## src/rtl/div_sequencer.sv

```systemverilog
// Command stage for the 8-bit/7-bit iterative divider: accepts operand pairs, pulses
// the divider start, waits its fixed latency, captures the result and traps divide-by-zero.
module div_sequencer #(
    parameter int unsigned RESULT_DELAY = 17,
    parameter logic [7:0]  DBZ_QUOTIENT = 8'hFF
) (
    input  logic       clk,
    input  logic       reset,
    input  logic       in_valid,
    output logic       in_ready,
    input  logic [7:0] in_dividend,
    input  logic [6:0] in_divisor,
    output logic       div_start,
    output logic [7:0] div_dividend,
    output logic [6:0] div_divisor,
    input  logic [7:0] div_quotient,
    input  logic [6:0] div_remainder,
    output logic       out_valid,
    input  logic       out_ready,
    output logic [7:0] out_quotient,
    output logic [6:0] out_remainder,
    output logic       out_dbz
);

    localparam int unsigned CW = (RESULT_DELAY > 1) ? $clog2(RESULT_DELAY) : 1;
    localparam logic [CW-1:0] LAST_WAIT = CW'(RESULT_DELAY - 1);

    typedef enum logic [1:0] {
        IDLE  = 2'd0,
        ISSUE = 2'd1,
        WAIT  = 2'd2,
        HOLD  = 2'd3
    } state_t;

    state_t        state_q;
    logic [CW-1:0] cnt_q;
    logic          armed_q;
    logic          div_start_q;
    logic [7:0]    div_dividend_q;
    logic [6:0]    div_divisor_q;
    logic          out_valid_q;
    logic [7:0]    out_quotient_q;
    logic [6:0]    out_remainder_q;
    logic          out_dbz_q;

    // armed_q keeps in_ready low until the first edge after reset releases.
    assign in_ready      = (state_q == IDLE) && armed_q;
    assign div_start     = div_start_q;
    assign div_dividend  = div_dividend_q;
    assign div_divisor   = div_divisor_q;
    assign out_valid     = out_valid_q;
    assign out_quotient  = out_quotient_q;
    assign out_remainder = out_remainder_q;
    assign out_dbz       = out_dbz_q;

    // NOTE: all state uses non-blocking assignments so every register samples pre-edge values.
    always_ff @(posedge clk or negedge reset) begin
        if (!reset) begin
            state_q         <= IDLE;
            cnt_q           <= '0;
            armed_q         <= 1'b0;
            div_start_q     <= 1'b0;
            div_dividend_q  <= '0;
            div_divisor_q   <= '0;
            out_valid_q     <= 1'b0;
            out_quotient_q  <= '0;
            out_remainder_q <= '0;
            out_dbz_q       <= 1'b0;
        end else begin
            armed_q     <= 1'b1;
            div_start_q <= 1'b0;
            case (state_q)
                IDLE: begin
                    if (in_valid && in_ready) begin
                        if (in_divisor != '0) begin
                            div_dividend_q <= in_dividend;
                            div_divisor_q  <= in_divisor;
                            div_start_q    <= 1'b1;
                            state_q        <= ISSUE;
                        end else begin
                            // Zero divisor never reaches the divider.
                            out_quotient_q  <= DBZ_QUOTIENT;
                            out_remainder_q <= '0;
                            out_dbz_q       <= 1'b1;
                            out_valid_q     <= 1'b1;
                            state_q         <= HOLD;
                        end
                    end
                end
                ISSUE: begin
                    cnt_q   <= '0;
                    state_q <= WAIT;
                end
                WAIT: begin
                    if (cnt_q == LAST_WAIT) begin
                        out_quotient_q  <= div_quotient;
                        out_remainder_q <= div_remainder;
                        out_dbz_q       <= 1'b0;
                        out_valid_q     <= 1'b1;
                        state_q         <= HOLD;
                    end else begin
                        cnt_q <= cnt_q + 1'b1;
                    end
                end
                HOLD: begin
                    if (out_ready) begin
                        out_valid_q <= 1'b0;
                        state_q     <= IDLE;
                    end
                end
                default: state_q <= IDLE;
            endcase
        end
    end

endmodule

```

## config.mk

```make
export PLATFORM = sky130hd
export DESIGN_NAME = div_sequencer
export DESIGN_NICKNAME = d
export VERILOG_FILES = /design/src/rtl/div_sequencer.sv
export SDC_FILE = /design/constraint.sdc
export NUM_CORES = 1
export LEC_CHECK = 0
export ABC_AREA = 1
export BUFFER_PORTS_ARGS = -buffer_cell sky130_fd_sc_hd__clkbuf_2
export CORE_MARGIN = 1
export CORE_UTILIZATION = 45
export DETAILED_ROUTE_END_ITERATION = 12
export PLACE_DENSITY = 0.73
export SLEW_MARGIN = 20
export SYNTH_ARGS = -nofsm -noshare
export SYNTH_HDL_FRONTEND = slang
export SYNTH_SLANG_ARGS = --single-unit
```

## constraint.sdc

```tcl
create_clock -name clk -period 4.1 [get_ports clk]
set_clock_uncertainty 0.15 [all_clocks]
set_input_delay 0.205 -clock clk [delete_from_list [all_inputs] [get_ports clk]]
set_output_delay 0.205 -clock clk [all_outputs]
set_load 0.005 [all_outputs]
```

==> metrics.txt <==
status completed; DRC 0; Syn Std Cell Area between 1500 and 2000 um^2; total power approximately 1.7 mW; Num CTS Buffers 5; Finished Core Util a little over three fifths; Final nets 350; Initial Utilization roughly 48%; Post-CTS Repair Setup Buffers 0; leading cell type in the layout, fill and taps excluded nand2_1; first-pass GRT wire length between 7 and 8 mm; Setup TNS 0 ps; die height 67.90 um; H-tree Lvls 2; Yosys warnings 0; Yosys reg bits 41; die footprint 4610 um^2; Critical Path RT 4130 ps; final hold vios 0; unique cell type count in the Yosys netlist 26; r2r worst-path depth 8; Final Wtd Congestion roughly 0.82; Max-Cap Viols 0; r2r setup slk ~1700 ps; clk_lat worst skew between 200 and 300 ps; hold path endpoint out_remainder[5]$_DFFE_PN0P_; vias per inst around 4.8; reg2reg start state_q[0]$_DFFE_PN0P_; Core ar. roughly 4100 um^2; arrival time worst endpoint between 2000 and 2500 ps; Synth area leaders dfrtp_1 (52%), nand2_1 (18%), nand4_1 (5.8%); cell taking the most area after synthesis dfrtp_1; RSZ-0062 raised after global routing false; Max FO, Critical Path 20; shortest period the worst path allows ~2400 ps; drt wl/cell ~12 um; TritonCTS Sinks about 40; Peak Freq approximately 0.42 GHz; Tcrit/Tclk final a little under three fifths; layout cells sized above 1 30.00%; crit start category flip-flop; clock-pin slew on the worst setup and hold paths around 80 ps; clk root buf clkbuf_8; Antenna diodes 0; most frequent cells in the layout nand2_1 (96), clkbuf_2 (66), dfrtp_1 (41), nand4_1 (18), dlygate4sd3_1 (18); Placement Rows 23; initial antenna violation count 0; post-DP HPWL 3.014 mm; total gr overflow 0; DR vias 1715; crit end category flip-flop; Place WS ~1700 ps; TritonRoute pass-1 iters 4; drt initial violations between 100 and 150; final setup margin approximately 1700 ps; r2r endpoint out_dbz$_DFFE_PN0P_; Hold Crit Start div_remainder[5]; synth-to-layout area growth 31.37%; port buffer count 67; clock tree buffer depth 2; IO Pins approximately 70; peak supply drop about 0.28 mV; Post-Syn Nets approximately 270; Chip Width a little under 70 um; vias in the first global route 1666; power per cell area 663.5 nW/um^2; Avg Inst Size Synth about 8.7 um^2; DRT antenna net count 0; cts repair resizes 0; pin count of the biggest net entering global routing 42; register area share after synthesis a little over half; Tightest Pin Transition roughly 890 ps; TritonCTS clock tree built; global-route usage over all layers 20.59%; hold path depth 3; Leakage ~1.4 nW; drt total wl about 4.3 mm; worst hold-check path type input port to flip-flop; Mapped Cells between 200 and 250; relative slew slack 40.67%; Yosys top cell area share between 50% and 60%; Slew Limit Fails 0; final setup vio count 0; Setup Crit Path Kind flip-flop to flip-flop
synthesized netlist by cell type, drive strengths merged:
cell	n
nand2	99
dfrtp	41
nand4	18
inv	14
o21ai	8
or2	8
buf	7
ha	7
nand3	7
nor2	7
a21oi	3
xor2	2
clkbuf	1
clkinv	1
conb	1
nor3	1
per-stage QoR:
stage,instance area [um^2],std cells,hold WS (ps)
6_report,2567,360,8.345
5_1_grt,2567,360,7.386
4_1_cts,2567,360,1.342
3_5_place_dp,2286,334,256.7
3_3_place_gp,2286,334,249.6
2_1_floorplan,1954,225,-240.6
worst max-delay path, stage by stage, from the launching register on:
cell and delay, ps:
dfrtp_1 410, inv_1 100, ha_1 270, inv_1 120, a21oi_2 50, a21oi_2 630, nand3_4 310, nand2_1 140
nand2_1 60
layer usage:
metal / vias to the layer above / part of all wire [%] / global-route usage [%]
met5: - / 0 / 0
met4: 0 / 1.4 / 8.073
met3: 6 / 3.7 / 4.833
met2: 44 / 49 / 34.03
met1: 785 / 45 / 25.93
li1: 880 / - / -
kinds of logic (layout without fill, tap and decap cells):
| logic type | after synthesis | count (layout) | share of synthesized area [%] |
|---|---|---|---|
| other | 1 | 1 | 0.1919 |
| AO/OA/AOI/OAI | 11 | 11 | 3.777 |
| XOR/XNOR | 2 | 2 | 0.8965 |
| buffers and inverters | 23 | 108 | 6.273 |
| flip-flops | 41 | 41 | 52.50 |
| AND/OR/NAND/NOR | 140 | 140 | 31.88 |
| adder cells (fa/ha/maj) | 7 | 7 | 4.481 |
repair_timing:
item	in CTS	in global routing
setup endpoints to repair	0	0
endpoints found under the hold margin	58	0
hold buffers	18	0
how the worst max path moves through the flow:
stage                                       from                      endpoint  slack [ps]  cells past startpoint
after floorplan           state_q[0]$_DFFE_PN0P_   out_quotient[1]$_DFFE_PN0P_        2420                      8
after global placement    state_q[0]$_DFFE_PN0P_  out_remainder[2]$_DFFE_PN0P_        1840                      8
after detailed placement  state_q[0]$_DFFE_PN0P_           out_dbz$_DFFE_PN0P_        1740                      8
after CTS                 state_q[0]$_DFFE_PN0P_           out_dbz$_DFFE_PN0P_        1730                      8
after global routing      state_q[0]$_DFFE_PN0P_   out_quotient[6]$_DFFE_PN0P_        1490                      8
final                     state_q[0]$_DFFE_PN0P_           out_dbz$_DFFE_PN0P_        1740                      8
sequential cells by signal, indices dropped and copies added, names as in the netlist:
name           cells
div_start          1
state_q            2
cnt_q              5
out_valid          1
armed_q            1
out_remainder      7
out_quotient       8
div_divisor        7
out_dbz            1
div_dividend       8
where the power goes:
group	total [mW]	switching [mW]	internal, mW
registers	0.677	0.100	0.577
logic	0.739	0.444	0.295
clock network	0.288	0.135	0.152
cell type report:
cell class,count,area (um^2)
Timing Repair Buffer,85,515.5
Clock buffer,7,96.34
Fill cell,371,1519
Sequential cell,41,1026
Inverter,15,56.30
Multi-Input combinational cell,161,805.8
Clock inverter,1,5.005
Tap cell,50,62.56
Note: power is estimated with default switching activity, not from simulation.
